File: config.mk
export PLATFORM = sky130hd
export DESIGN_NAME = serial_adder
export DESIGN_NICKNAME = d
export VERILOG_FILES = /design/src/rtl/serial_adder.sv
export SDC_FILE = /design/constraint.sdc
export NUM_CORES = 1
export LEC_CHECK = 0
export CAP_MARGIN = 10
export CORE_ASPECT_RATIO = 1.2
export CORE_MARGIN = 2
export CORE_UTILIZATION = 55
export CTS_CLUSTER_DIAMETER = 60
export CTS_CLUSTER_SIZE = 40
export DETAILED_ROUTE_END_ITERATION = 12
export HOLD_SLACK_MARGIN = 0.15
export PLACE_DENSITY = 0.93
export SYNTH_ARGS = -nofsm -noshare
export SYNTH_HDL_FRONTEND = slang
export SYNTH_SLANG_ARGS = --single-unit
File: constraint.sdc
create_clock -name clk -period 3.15 [get_ports clk]
set_clock_uncertainty 0.15 [all_clocks]
set_input_delay 0.63 -clock clk [delete_from_list [all_inputs] [get_ports clk]]
set_output_delay 0.63 -clock clk [all_outputs]
set_load 0.005 [all_outputs]
File: src/rtl/serial_adder.sv
// Bit-serial LSB-first adder: one full-adder cell plus a carry flop, one bit per clock.
// Optional SERIAL_ADDER_OVF_EN adds a registered two's-complement overflow flag (ovf).
module serial_adder #(
  parameter int WIDTH = 8
) (
  input  logic             clk,
  input  logic             rst_n,
  input  logic             start,
  input  logic [WIDTH-1:0] a,
  input  logic [WIDTH-1:0] b,
  input  logic             cin,
  output logic             busy,
  output logic             done,
  output logic [WIDTH-1:0] sum,
  output logic             cout
`ifdef SERIAL_ADDER_OVF_EN
  ,
  output logic             ovf
`endif
);

  localparam int CW = $clog2(WIDTH);

  typedef enum logic [1:0] {IDLE, RUN, DONE} state_t;

  state_t           state;
  logic [WIDTH-1:0] a_sr, b_sr, res_sr;
  logic             carry;
  logic [CW-1:0]    cnt;

  logic fa_s, fa_c, last;

  assign fa_s = a_sr[0] ^ b_sr[0] ^ carry;
  assign fa_c = (a_sr[0] & b_sr[0]) | (carry & (a_sr[0] ^ b_sr[0]));
  assign last = (cnt == CW'(WIDTH - 1));

  always_ff @(posedge clk or negedge rst_n) begin
    if (!rst_n) begin
      state  <= IDLE;
      a_sr   <= '0;
      b_sr   <= '0;
      res_sr <= '0;
      carry  <= 1'b0;
      cnt    <= '0;
      busy   <= 1'b0;
      done   <= 1'b0;
      sum    <= '0;
      cout   <= 1'b0;
`ifdef SERIAL_ADDER_OVF_EN
      ovf    <= 1'b0;
`endif
    end else begin
      case (state)
        IDLE: begin
          if (start) begin
            a_sr  <= a;
            b_sr  <= b;
            carry <= cin;
            cnt   <= '0;
            busy  <= 1'b1;
            state <= RUN;
          end
        end
        RUN: begin
          a_sr   <= a_sr >> 1;
          b_sr   <= b_sr >> 1;
          res_sr <= {fa_s, res_sr[WIDTH-1:1]};
          carry  <= fa_c;
          cnt    <= cnt + 1'b1;
          if (last) begin
            // commit directly from the adder so sum never shows a partial word
            sum   <= {fa_s, res_sr[WIDTH-1:1]};
            cout  <= fa_c;
`ifdef SERIAL_ADDER_OVF_EN
            ovf   <= carry ^ fa_c;
`endif
            done  <= 1'b1;
            state <= DONE;
          end
        end
        DONE: begin
          done  <= 1'b0;
          busy  <= 1'b0;
          state <= IDLE;
        end
        default: state <= IDLE;
      endcase
    end
  end

endmodule
==> results of run 1 <==
-- area by class of cell --
| class | instances | area (um^2) | area share (%) |
|---|---|---|---|
| Clock buffer | 6 | 51.3 | 2.44 |
| Inverter | 3 | 11.3 | 0.537 |
| Clock inverter | 2 | 10.0 | 0.477 |
| Timing Repair Buffer | 31 | 303 | 14.4 |
| Sequential cell | 40 | 1000 | 47.7 |
| Multi-Input combinational cell | 102 | 677 | 32.3 |
| Tap cell | 36 | 45.0 | 2.15 |
-- where the power goes --
group | total, uW | switching (uW) | internal, uW
clock | 274 | 168 | 106
sequential | 924 | 180 | 744
combinational | 761 | 353 | 408
-- state kept, by name, indices dropped and copies added (netlist names) --
name    cells
sum         8
cnt         3
a_sr        8
res_sr      7
carry       1
state       2
busy        1
cout        1
done        1
b_sr        8
-- cells by family (layout without fill, tap and decap cells) --
| kind of cell | after synthesis | after routing | share of synthesized area [%] |
|---|---|---|---|
| and+or+nand+nor | 34 | 34 | 9.64 |
| adders and majority gates | 3 | 3 | 2.55 |
| muxes | 9 | 9 | 7.65 |
| buffers and inverters | 13 | 42 | 4.96 |
| DFF | 40 | 40 | 56.7 |
| AOI/OAI and AO/OA | 56 | 56 | 18.5 |
-- layer usage --
layer	wire [um]	share of wire, %	vias to the layer above
met5	0	0	-
li1	-	-	611
met4	33	0.94	0
met3	215	6.1	6
met2	1810	52	55
met1	1450	41	645
-- synthesized netlist by cell type, types with 2 or more instances --
cell | instances | area share [%]
buf_2 | 4 | 1.1
nand2_1 | 24 | 5.1
buf_4 | 2 | 0.85
o22ai_1 | 28 | 9.9
o21ai_0 | 6 | 1.7
a22o_1 | 2 | 0.99
dfrtp_1 | 40 | 57
buf_6 | 2 | 1.3
clkinv_1 | 2 | 0.43
ha_1 | 2 | 1.4
nand2b_1 | 2 | 0.71
nor2_1 | 2 | 0.43
mux2_4 | 9 | 7.7
a21oi_1 | 19 | 5.4
-- metrics by stage --
| stage | setup slack (ps) | util (%) |
|---|---|---|
| global route | 1070 | 68.7 |
| global placement | 987 | 66.7 |
| CTS | 1100 | 68.7 |
| detailed placement | 876 | 66.7 |
| finish | 1090 | 68.7 |
| floorplan | 1630 | - |
-- worst max path at each step --
stage                                start             endpoint  depth (start not counted)
after floorplan                      start  b_sr[3]$_DFFE_PN0P_                          4
after global placement               start  b_sr[6]$_DFFE_PN0P_                          5
after detailed placement             start  b_sr[5]$_DFFE_PN0P_                          5
after CTS                 done$_DFFE_PN0P_                 done                          1
after global routing      done$_DFFE_PN0P_                 done                          1
final                     done$_DFFE_PN0P_                 done                          1
==> qor.csv, run 1 <==
metric,value,unit
ant_nets,0,
worstPathRequired,2370,ps
grt_start_max_net_pins,41,
first_pass_iters,4,
cp-end-kind,output pin,
io_pins,31,
drv_slew,0,
grt_use_met1,24.6,%
grt_pass1_wl,6.13,mm
clk_pin_slew,120,ps
cts_hold_buf,0,
path_buf_inv,1,
area_growth,18.9,%
place.gp.congestion,0.830,
grt_setup_unrepaired,false,
yosysSeqAreaShare,56.7,%
period_minus_slack,2060,ps
clock_sinks,40,
design_area,0.00210,mm^2
drc,0,
slowest_stage,clkdlybuf4s50_1,
power,1960,uW
tns,0,ps
r2r_end,b_sr[4]$_DFFE_PN0P_,
hold_ws,230,ps
drive_gt1_share,12.0,%
place_area,0.00204,mm^2
antenna_found_initial,0,
coreArea,0.00306,mm^2
synth_seq_cells,40,
rows,22,
cpPeakStageDelay,520,ps
finalNonFillerCells,220,
ctsLongestPathBuffers,2,
drt_iter0_drc,54,
path_class,reg -> out,
vias,1317,
dieHeight,66.1,um
crit_arrival,1280,ps
reg2reg_depth,3,
cts-root-buf,clkbuf_4,
cts_tree,yes,
htree_levels,2,
nFillCells,221,
grt_use_met2,37.8,%
r2r-start,state[1]$_DFFE_PN0P_,
setup_viol,0,
powerDensity,934,mW/mm^2
initial_core_util,57.8,%
power.leakage,0.000950,uW
synth_edf_count,0,
async_reset_ff_share,100,%
grt_pass1_vias,1382,
outcome,completed,
antennaDiodeCount,0,
wl_per_cell,16.0,um
cp_max_fo,3,
crit_chain,clkdlybuf4s50_1,
layout_commonest_cell,dfrtp_1,
synth_fp_nets,178,
use_met3,6.46,%
tightest_slew,864,ps
synth_warnings,0,
cts_setup_buffers,0,
grt_busiest_layer,met2,
postSynthCellCount,155,
fp.dieArea,0.00368,mm^2
synth.cell_area,0.00177,mm^2
portBuffers,30,
dp.final_hpwl,2.39,mm
numCtsBuffers,5,
clock_latency,350,ps
cts_resized,0,
fmax,486,MHz
ys.flop_type,dfrtp_1,
grtUsageTotal,21.3,%
vdd_drop_max,589,uV
drv_cap,0,
dp_cells,212,
crit_family,buffers and inverters,
die_width,55.7,um
syn_area_per_cell,11.4,um^2
hold_path.class,in -> async,
final_nets,206,
most-common-layout-cells,"dfrtp_1 (40), clkdlybuf4s50_1 (29), o22ai_1 (28)",
period_share,65.3,%
wirelength,3.51,mm
rrSetupSlack,1300,ps
synth.distinct_cells,25,
worstSetupStartpointType,flip-flop,
maxSlewHeadroom,42.4,%
viasPerCell,5.99,
hold_violations,0,
grt.overflow.total,0,
Power figures use the tool's default switching activity.
==> inputs of run 2 (changes only) <==
--- a/config.mk
+++ b/config.mk
@@ -8,12 +8,12 @@
 export CAP_MARGIN = 10
 export CORE_ASPECT_RATIO = 1.2
 export CORE_MARGIN = 2
-export CORE_UTILIZATION = 55
+export CORE_UTILIZATION = 51
 export CTS_CLUSTER_DIAMETER = 60
 export CTS_CLUSTER_SIZE = 40
 export DETAILED_ROUTE_END_ITERATION = 12
 export HOLD_SLACK_MARGIN = 0.15
-export PLACE_DENSITY = 0.93
+export PLACE_DENSITY = 0.88
 export SYNTH_ARGS = -nofsm -noshare
 export SYNTH_HDL_FRONTEND = slang
 export SYNTH_SLANG_ARGS = --single-unit
==> constraint.sdc (replaced) <==
create_clock -name clk -period 2.15 [get_ports clk]
set_clock_uncertainty 0.15 [all_clocks]
set_input_delay 0.43 -clock clk [delete_from_list [all_inputs] [get_ports clk]]
set_output_delay 0.43 -clock clk [all_outputs]
set_load 0.005 [all_outputs]
==> run 2 against run 1 <==
Sequential share of layout area decreased by 1.4 points; register-to-register slack got worse by 930 ps; global-route usage increased by 0.13 points; first-iteration DRC count decreased by 13%; routed wire length increased by 2.0%; die area increased by 7.3%; hold slack improved by 120 ps; critical path depth increased by 3; worst setup slack got worse by 720 ps; combinational power increased by 47%; total power increased by 53%; largest power group unchanged.
==> qor.csv, run 2 (synthesis gave the netlist of run 1 again) <==
metric,value,unit,change
power.leakage,0.000976,uW,was 0.000950 uW
cts_resized,0,,unchanged
antenna_found_initial,0,,unchanged
worstSetupStartpoint,state[1]$_DFFE_PN0P_,,was done$_DFFE_PN0P_
setup_viol,0,,unchanged
grt_start_max_net_pins,24,,was 41
grt_pass1_vias,1391,,"was 1,382"
tightest_slew,650,ps,was 864 ps
tns,0,ps,unchanged
cp_max_fo,17,,was 3
htree_levels,2,,unchanged
powerDensity,1380,mW/mm^2,was 934 mW/mm^2
grt_use_met2,37.1,%,was 37.8%
drv_slew,0,,unchanged
largestRegisters,"a_sr (8), b_sr (8), sum (8)",,unchanged
drive_gt1_share,12.2,%,was 12.0%
drc,0,,unchanged
rows,23,,was 22
drv_cap,0,,unchanged
area_growth,22.4,%,was 18.9%
die_width,57.7,um,was 55.7 um
r2r_end,res_sr[5]$_DFFE_PN0P_,,was b_sr[4]$_DFFE_PN0P_
hold_ws,349,ps,was 230 ps
most-common-layout-cells,"dfrtp_1 (40), clkdlybuf4s50_1 (29), o22ai_1 (28)",,unchanged
clock_sinks,40,,unchanged
hold_path.class,reg -> reg,,was in -> async
final_nets,210,,was 206
drt_iter0_drc,47,,was 54
viasPerCell,5.95,,was 5.99
portBuffers,30,,unchanged
grtUsageTotal,21.4,%,was 21.3%
finalNonFillerCells,225,,was 220
layout_commonest_cell,dfrtp_1,,unchanged
fin_util,64.7,%,was 68.7%
fmax,562,MHz,
cts-root-buf,clkbuf_8,,was clkbuf_4
dp.final_hpwl,2.53,mm,was 2.39 mm
clk_pin_slew,70,ps,was 120 ps
hold_path.startpoint,res_sr[1]$_DFFE_PN0P_,,
r2r-start,state[1]$_DFFE_PN0P_,,unchanged
vias,1339,,"was 1,317"
use_met3,6.43,%,was 6.46%
outcome,completed,,unchanged
holdPathEnd,res_sr[1]$_DFFE_PN0P_,,
antennaDiodeCount,0,,unchanged
rrSetupSlack,370,ps,was 1300 ps
hold-path-cell-count,2,,
coreArea,0.00334,mm^2,was 0.00306 mm^2
cts_tree,yes,,unchanged
grt_busiest_layer,met2,,unchanged
initial_core_util,52.9,%,was 57.8%
numCtsBuffers,5,,unchanged
period_share,82.8,%,
ctsLongestPathBuffers,2,,unchanged
worstSetupStartpointType,flip-flop,,unchanged
clock_latency,290,ps,was 350 ps
period_minus_slack,1780,ps,
wirelength,3.58,mm,was 3.51 mm
grt_setup_unrepaired,false,,unchanged
crit_arrival,1870,ps,was 1280 ps
place.gp.congestion,0.798,,was 0.830
maxSlewHeadroom,56.7,%,was 42.4%
grt.overflow.total,0,,unchanged
worstPathRequired,2240,ps,was 2370 ps
hold_violations,0,,unchanged
grt_pass1_wl,6.30,mm,was 6.13 mm
cp-end-kind,flip-flop,,was output pin
vdd_drop_max,895,uV,was 589 uV
dieHeight,68.5,um,was 66.1 um
wl_per_cell,15.9,um,was 16.0 um
path_class,reg -> reg,,was reg -> out
ant_nets,0,,unchanged
reg2reg_depth,4,,was 3
io_pins,31,,unchanged
dp_cells,216,,was 212
first_pass_iters,4,,unchanged
grt_use_met1,25.2,%,was 24.6%
fp.dieArea,0.00395,mm^2,was 0.00368 mm^2
## run 2: cell types whose count changed in the layout (fill, tap and decap cells not counted)
cell           previous run  this run
buf_4                     1         4
clkbuf_8                  1         6
clkbuf_1                  0         2
clkinv_2                  2         0
dlygate4sd3_1             0         1
clkbuf_4                  5         0
## run 2: worst max path at each step
| stage | to | slack (ps) | cells past startpoint |
|---|---|---|---|
| 2_1_floorplan | cout$_DFFE_PN0P_ | 640 | 4 |
| 4_1_cts | done | 370 | 1 |
| 6_report | res_sr[5]$_DFFE_PN0P_ | 370 | 4 |
| 3_3_place_gp | b_sr[2]$_DFFE_PN0P_ | 300 | 4 |
| 3_5_place_dp | a_sr[0]$_DFFE_PN0P_ | 170 | 4 |
| 5_1_grt | b_sr[1]$_DFFE_PN0P_ | 260 | 3 |
## run 2: area by class of cell
class / count / area, um^2
clock buffer: 8 / 90.1
tap: 37 / 46.3
multi-input combinational: 102 / 677
inverter: 3 / 11.3
fill: 286 / 1180
timing repair buffer: 35 / 335
sequential: 40 / 1000
## run 2: through the flow
step / power [uW] / area [um^2] / worst slack (ps)
floorplan: 2120 / 1770 / 637
global placement: 2400 / 2060 / 302
detailed placement: 2500 / 2060 / 168
CTS: 3020 / 2160 / 367
global route: 3230 / 2160 / 257
finish: 2990 / 2160 / 371
## run 2: routing by layer
metal / vias to the layer above / part of all wire, %
met5: - / 0
met4: 0 / 2.3
met3: 7 / 5.2
met2: 41 / 52
met1: 666 / 41
li1: 625 / -
## run 2: critical path: stages (launching register included)
cell and delay [ps]:
dfrtp_1 580, nand2b_1 580, buf_4 260, nand2_1 70
nand2_1 70
## run 2: repair_timing
| item | in CTS | in global routing |
|---|---|---|
| hold endpoints to repair | 21 | 0 |
| hold buffers | 1 | 0 |
| setup buffers | 0 | 0 |
## run 2: power breakdown
| part | internal [uW] | switching, uW | leakage [uW] |
|---|---|---|---|
| combinational | 611 | 513 | 0.000453 |
| clock | 262 | 254 | 0.0000455 |
| sequential | 1090 | 260 | 0.000478 |
